==> config.mk <==
export PLATFORM = sky130hd
export DESIGN_NAME = mips_fetch_stage
export DESIGN_NICKNAME = d
export VERILOG_FILES = /design/src/rtl/mips_fetch_stage.sv
export SDC_FILE = /design/constraint.sdc
export NUM_CORES = 1
export LEC_CHECK = 0
export ABC_AREA = 0
export CORE_ASPECT_RATIO = 0.5
export CORE_MARGIN = 3
export CORE_UTILIZATION = 55
export DETAILED_ROUTE_END_ITERATION = 10
export MAX_ROUTING_LAYER = met4
export PLACE_DENSITY = 0.84
export SYNTH_ARGS = -nofsm -noshare
export SYNTH_HDL_FRONTEND = slang
export SYNTH_SLANG_ARGS = --single-unit
==> constraint.sdc <==
create_clock -name clk -period 2.8 [get_ports clk]
set_input_delay 0.56 -clock clk [delete_from_list [all_inputs] [get_ports clk]]
set_output_delay 0.56 -clock clk [all_outputs]
set_load 0.1 [all_outputs]
==> src/rtl/mips_fetch_stage.sv <==
// rtl/mips_fetch_stage.sv - MIPS instruction-fetch stage with IF/ID pipeline register
//
// Owns the PC and fetches one instruction word per transfer over a req/ack
// handshake, then presents the word, its PC+PC_INC and the opcode field to decode.
// Honours a hazard stall (hold IF/ID and PC) and a branch/jump redirect
// (flush IF/ID and refetch from redirect_pc).
//
// Ports:
//   clk          in   clock, rising edge
//   rst_n        in   asynchronous active-low reset
//   imem_req     out  fetch request, held until acknowledged
//   imem_addr    out  fetch address (current PC)
//   imem_ack     in   memory accepts request; rdata valid in the same cycle
//   imem_rdata   in   fetched instruction word
//   stall        in   hazard hold
//   redirect     in   taken branch/jump: flush and refetch
//   redirect_pc  in   redirect target
//   if_id_valid  out  IF/ID holds a real instruction
//   if_id_instr  out  IF/ID instruction, 0 for a bubble
//   if_id_pc4    out  instruction address plus PC_INC
//   opcode       out  if_id_instr[31:26]

module mips_fetch_stage #(
  parameter logic [31:0] RESET_PC = 32'h0000_0000,
  parameter logic [31:0] PC_INC   = 32'd4
) (
  input  logic        clk,
  input  logic        rst_n,
  output logic        imem_req,
  output logic [31:0] imem_addr,
  input  logic        imem_ack,
  input  logic [31:0] imem_rdata,
  input  logic        stall,
  input  logic        redirect,
  input  logic [31:0] redirect_pc,
  output logic        if_id_valid,
  output logic [31:0] if_id_instr,
  output logic [31:0] if_id_pc4,
  output logic [5:0]  opcode
);

  // IDLE: one cycle after reset release. REQ: request outstanding.
  // HOLD: word captured under stall, request dropped.
  // DROP: redirect arrived mid-request; finish the handshake and discard the data.
  typedef enum logic [1:0] {
    ST_IDLE = 2'd0,
    ST_REQ  = 2'd1,
    ST_HOLD = 2'd2,
    ST_DROP = 2'd3
  } state_e;

  state_e      state_q, state_d;
  logic [31:0] pc_q, pc_d;
  logic [31:0] buf_instr_q, buf_instr_d;
  logic        buf_valid_q, buf_valid_d;
  logic [31:0] pending_pc_q, pending_pc_d;
  logic        if_id_valid_q, if_id_valid_d;
  logic [31:0] if_id_instr_q, if_id_instr_d;
  logic [31:0] if_id_pc4_q, if_id_pc4_d;
  logic [31:0] pc_inc;

  assign pc_inc = pc_q + PC_INC;

  always_comb begin
    state_d       = state_q;
    pc_d          = pc_q;
    buf_instr_d   = buf_instr_q;
    buf_valid_d   = buf_valid_q;
    pending_pc_d  = pending_pc_q;
    if_id_valid_d = if_id_valid_q;
    if_id_instr_d = if_id_instr_q;
    if_id_pc4_d   = if_id_pc4_q;

    case (state_q)
      ST_IDLE: begin
        state_d = ST_REQ;
      end

      ST_REQ: begin
        if (redirect) begin
          if (imem_ack) begin
            // Handshake completes this cycle; the word is simply dropped.
            pc_d = redirect_pc;
          end else begin
            // Address must stay stable until ack, so park the target.
            pending_pc_d = redirect_pc;
            state_d      = ST_DROP;
          end
        end else if (imem_ack) begin
          if (stall) begin
            buf_instr_d = imem_rdata;
            buf_valid_d = 1'b1;
            state_d     = ST_HOLD;
          end else begin
            if_id_valid_d = 1'b1;
            if_id_instr_d = imem_rdata;
            if_id_pc4_d   = pc_inc;
            pc_d          = pc_inc;
          end
        end else if (!stall) begin
          if_id_valid_d = 1'b0;
          if_id_instr_d = 32'h0;
        end
      end

      ST_HOLD: begin
        if (redirect) begin
          buf_valid_d = 1'b0;
          pc_d        = redirect_pc;
          state_d     = ST_REQ;
        end else if (!stall) begin
          if_id_valid_d = buf_valid_q;
          if_id_instr_d = buf_instr_q;
          if_id_pc4_d   = pc_inc;
          pc_d          = pc_inc;
          buf_valid_d   = 1'b0;
          state_d       = ST_REQ;
        end
      end

      ST_DROP: begin
        if (redirect) begin
          pending_pc_d = redirect_pc;
        end
        if (imem_ack) begin
          // A redirect in the ack cycle is newer than the parked target.
          pc_d    = redirect ? redirect_pc : pending_pc_q;
          state_d = ST_REQ;
        end
      end

      default: begin
        state_d = ST_IDLE;
      end
    endcase

    // Flush overrides every other IF/ID update, stall included.
    if (redirect) begin
      if_id_valid_d = 1'b0;
      if_id_instr_d = 32'h0;
    end
  end

  always_ff @(posedge clk or negedge rst_n) begin
    if (!rst_n) begin
      state_q       <= ST_IDLE;
      pc_q          <= RESET_PC;
      buf_instr_q   <= 32'h0;
      buf_valid_q   <= 1'b0;
      pending_pc_q  <= 32'h0;
      if_id_valid_q <= 1'b0;
      if_id_instr_q <= 32'h0;
      if_id_pc4_q   <= 32'h0;
    end else begin
      state_q       <= state_d;
      pc_q          <= pc_d;
      buf_instr_q   <= buf_instr_d;
      buf_valid_q   <= buf_valid_d;
      pending_pc_q  <= pending_pc_d;
      if_id_valid_q <= if_id_valid_d;
      if_id_instr_q <= if_id_instr_d;
      if_id_pc4_q   <= if_id_pc4_d;
    end
  end

  assign imem_req    = (state_q == ST_REQ) || (state_q == ST_DROP);
  assign imem_addr   = pc_q;
  assign if_id_valid = if_id_valid_q;
  assign if_id_instr = if_id_instr_q;
  assign if_id_pc4   = if_id_pc4_q;
  assign opcode      = if_id_instr_q[31:26];

endmodule

After elaboration in Yosys (flattened, before gate mapping) --
Cells that the tools add are included.
Word-level totals: register bits after elaboration 164, bits of input ports 69, word-level logic and storage cells 79
Cells by class: add/sub/neg operators 1, eq/ne operators 15, multiplexer cells 41, bitwise gates (word level) 1, reductions and logical operators 13
Operators with widths (number):
- two-way mux 32 bit | 18
- case mux 32 bit (2 select lines) | 3
- case mux 32 bit (3 select lines) | 1
- adder 32 x 3 -> 32 bit (second input constant) | 1
- inequality test 3 bit (second input constant) | 5
- two-way mux 2 bit | 7
- inequality test 2 bit (second input constant) | 7
- AND reduction 5 bit | 2
- two-way mux 1 bit | 9
- AND reduction 3 bit | 3
- case mux 2 bit (4 select lines) | 1
- AND reduction 4 bit | 2
- nonzero test 3 bit | 2
- equality test 2 bit (second input constant) | 2
- case mux 1 bit (2 select lines) | 2
- nonzero test 2 bit | 2
- equality test 2 x 1 -> 1 bit (second input constant) | 1
- logical NOT 2 bit | 1
- logical OR 1 bit | 1
- NOT 1 bit | 1

Logic depth before layout (Yosys ltp) --
depth after elaboration 5, depth in mapped cells 9, gate-level depth less buffers 6

Worst setup path after synthesis --
OpenSTA, ideal clock, no wires.
path kind flip-flop to flip-flop, start point reg pc_q[2], in the netlist imem_addr[2], end point reg pc_q[28], in the netlist imem_addr[28], setup time 168 ps, arrival 2276 ps, required time 2632 ps, path slack 356 ps, stages on the path, launching flop included 8, period minus slack after synthesis 2444 ps, cell sequence dfrtp_1 > ha_1 > nand3_1 > nor3_4 > buf_6 > nand4_1 > nand3_1 > o311ai_1
On the way: longest elaborated chain between the ends 5, elaborated cells between the ends (all ways) 6
RTL lines:
- start: declaration | RTL line 53 | logic [31:0] pc_q, pc_d;
- start signal: assignment | RTL line 156 | pc_q <= pc_d;
- adder 32 x 3 -> 32 bit (*) | RTL line 62 | assign pc_inc = pc_q + PC_INC;
- two-way mux 32 bit (*) | RTL line 90, 111
- two-way mux 32 bit | RTL line 89 | end else if (imem_ack) begin
- two-way mux 32 bit | RTL line 80 | if (redirect) begin
- case mux 32 bit (3 select lines) (*) | RTL line 74 | case (state_q)
Mark *: on every way between the ends. The rest lies on a longest branch, timed or not. The select of a mux whose other input is x is not followed. A chain may end at the register's enable or synchronous reset.

Worst setup path after layout --
start point in redirect, end point reg pc_q[18], in the netlist imem_addr[18]
On the way: longest elaborated chain between the ends 3, elaborated cells between the ends (all ways) 5
RTL lines:
- start: declaration | RTL line 34 | input logic redirect,
- two-way mux 32 bit
- two-way mux 32 bit | RTL line 125 | if (imem_ack) begin
- case mux 32 bit (3 select lines) (*) | RTL line 74
Marked as above.

==> metrics.md <==
| Metric | Value |
|---|---|
| Clock Sinks | approximately 160 |
| Req. time, crit path | ~3.1 ns |
| Pwr per Cell Area | roughly 960 mW/mm^2 |
| Worst setup startpoint | redirect |
| RSZ-0062 raised after global routing | no |
| Die W | 176.8 um |
| Worst EP arrival | about 2.7 ns |
| Internal power | 5134 uW |
| Die Ht | 91.38 um |
| Final-layout fill cell count | about 960 |
| Yosys reg bits | 164 |
| P_sw | 4645 uW |
| Routed via count | between 6,000 and 7,000 |
| Antenna Nets Post-Route | 0 |
| Comb pwr share | 0.432 |
| Core footprint | about 0.014 mm^2 |
| Clk pwr share | 0.220 |
| Hold buffers post-CTS | 0 |
| Initial core utilization | 0.5774 |
| Clk_skew | between 0.015 and 0.02 ns |
| Max-Cap Viols | 0 |
| Vias in the first global route | between 6,000 and 7,000 |
| P&R area growth vs syn | 27.12% |
| Gr usage total | 0.2690 |
| Startpoint Class | input port |
| DRT Pass-1 Iters | 5 |
| Drt wl/cell | approximately 18 um |
| Inserted Diodes | 0 |
| Fraction of registers with async set/reset | 1.000 |
| DP Worst Slack | 0.1559 ns |
| Top cell type by total area after synthesis | dfrtp_1 |
| H-tree Lvls | 4 |
| R2R Setup Slk | about 0.63 ns |
| Max Freq | about 420 MHz |
| Total Power | between 9000 and 10,000 uW |
| Most frequent cells in the layout | 164 x dfrtp_1, 119 x buf_4, 94 x o21ai_0 |
| Final Cycle Share | 0.8409 |
| EDFF count, synth | 0 |
| Detailed Place HPWL | 14,030 um |
| Status | finished clean |
| Slew Limit Headroom | 0.4311 |
| # nets final | 1,021 |
| Critical path type | in2reg |
| First-pass GRT wire length | 34,020 um |
| Setup crit end kind | register |
| Sequential element share of the synthesized area | 0.5118 |
| Total CTS buffers | 17 |
| Final Worst Setup Slack | ~0.45 ns |
| Clock Tree Buf Depth | 2 |
| Number of remaining DRC errors | 0 |
| Core Rows | 30 |
| Die footprint | around 0.016 mm^2 |
| CTS root buffer | clkbuf_16 |
| Minimum clock period | between 2 and 2.5 ns |
| Vias per cell | about 5.8 |
| Worst r2r src | imem_addr[2]$_DFFE_PN0P_ |
| GP Congestion | about 0.84 |
| Port Buffers | approximately 170 |
| Post-CTS Setup Inserts | 0 |
| Commonest non-fill, non-tap cell in the layout | dfrtp_1 |
| Worst IR drop on VDD | 0.6837 mV |
| Seq pwr share | 0.347 |
| Largest net degree at the start of global routing | 57 |
| Hold Fails Final Rpt | 0 |
| Cell variety after synth | between 50 and 60 |
| HP Class | in2async |
| CTS tree | built |
| Worst-Margin Slew | roughly 0.85 ns |
| Post-Syn Area per Cell | between 9 and 10 um^2 |
| Post-route setup TNS | 0 ns |
| Synth Flop Type | dfrtp_1 |
| Post-Syn Area | about 0.0080 mm^2 |
| Grt ovf | 0 |
| Clock Latency Late Sink | 0.42 ns |
| Ys Warns | 0 |
| Synth area leaders | dfrtp_1 51%, mux2_2 9.1%, o21ai_0 5.9%, a21oi_1 4.6%, nand2_1 4.4% |
| Sw Ratio | 0.4750 |
| Top Ports | about 170 |
| Share of the synthesized area in the top cell type | 0.5118 |
| Fin. max-slew vios | 0 |
| P_leak | 0.004618 uW |
| Post-CTS Resized | 0 |
| Reg clk slew, reported paths | 0.07 ns |
| Setup violations, final | 0 |
| Initial antenna violation count | 0 |
| Routed WL | ~21,000 um |
| Syn_nets | approximately 880 |
| Post-synthesis instance total | a little over 800 |
| Fraction of layout instances using a drive strength above 1 | 0.2510 |
| Worst Path Max Fanout | 21 |
| Initial DRC Count | about 520 |
[logic make-up after synthesis]
logic type                 share of synthesized area
buffers and inverters                        0.04853
AOI/OAI and AO/OA                             0.1620
DFF                                           0.5118
muxes                                        0.09377
xor gates and xnor gates                     0.03058
adders and majority gates                   0.001560
and+or+nand+nor                               0.1518
[synth_stat cells, types with 15 or more instances]
master and count:
clkbuf_1 36, xnor2_1 19, buf_2 20, nor2_1 30
mux2_2 65, nand3_1 15, o22ai_1 17, o21ai_0 95
a21oi_1 74, nand2_1 93, dfrtp_1 164, and3_1 54
inv_1 20
[sequential cells by signal, summed over array words and instances, names as in the netlist]
signal,count
buf_instr_q,32
if_id_instr,32
if_id_pc4,32
imem_addr,32
pending_pc_q,32
state_q,2
buf_valid_q,1
if_id_valid,1
[per-stage QoR]
stage,hold WS (ns),area [um^2],cells,utilization
after CTS,0.1211,10190,1156,0.7340
after floorplan,0.2644,8019,806,-
after global placement,0.4664,9649,1124,0.6948
final,0.1116,10190,1156,0.7340
after detailed placement,0.4721,9649,1124,0.6948
after global routing,0.1386,10190,1156,0.7340
[power by group through the flow]
| stage | clock [uW] | combinational [uW] | sequential, uW |
|---|---|---|---|
| 4_1_cts | 2180 | 4240 | 3390 |
| 6_report | 2160 | 4230 | 3400 |
| 3_5_place_dp | 0 | 4230 | 3430 |
| 2_1_floorplan | 0 | 1070 | 5540 |
| 5_1_grt | 2310 | 4400 | 3470 |
| 3_3_place_gp | 0 | 4160 | 3400 |
[path summary, 6_finish.rpt]
path                       cells past startpoint                            to
max in group asynchronous                      2      imem_addr[8]$_DFFE_PN0P_
min in group clk                               2   if_id_instr[15]$_DFFE_PN0P_
min reg2reg                                    2   if_id_instr[15]$_DFFE_PN0P_
max                                            7     imem_addr[18]$_DFFE_PN0P_
max reg2reg                                    7     imem_addr[14]$_DFFE_PN0P_
min                                            1  pending_pc_q[19]$_DFFE_PN0P_
[metal layers]
| layer | track usage | vias to the layer above | wire [um] |
|---|---|---|---|
| li1 | - | 3133 | - |
| met3 | 0.04344 | 37 | 1211 |
| met2 | 0.4337 | 258 | 10400 |
| met1 | 0.3542 | 3253 | 9041 |
| met5 | - | - | 0 |
| met4 | 0.08165 | 0 | 376 |
[critical path: stages]
cell and delay (ns):
clkdlybuf4s50_1 0.51, and2b_1 0.38, a21o_1 0.18, a21boi_4 0.45, buf_4 0.34, o21ai_0 0.14
o21ai_1 0.12
[cell type report]
cell class / count / area, um^2 / share of cell area
clock buffer: 20 / 446.7 / 0.04382
clock inverter: 12 / 97.59 / 0.009574
inverter: 20 / 75.07 / 0.007365
multi-input combinational: 556 / 3555 / 0.3487
sequential: 164 / 4104 / 0.4026
tap: 192 / 240.2 / 0.02357
timing repair buffer: 192 / 1675 / 0.1644
(Power assumes the default switching activity.)
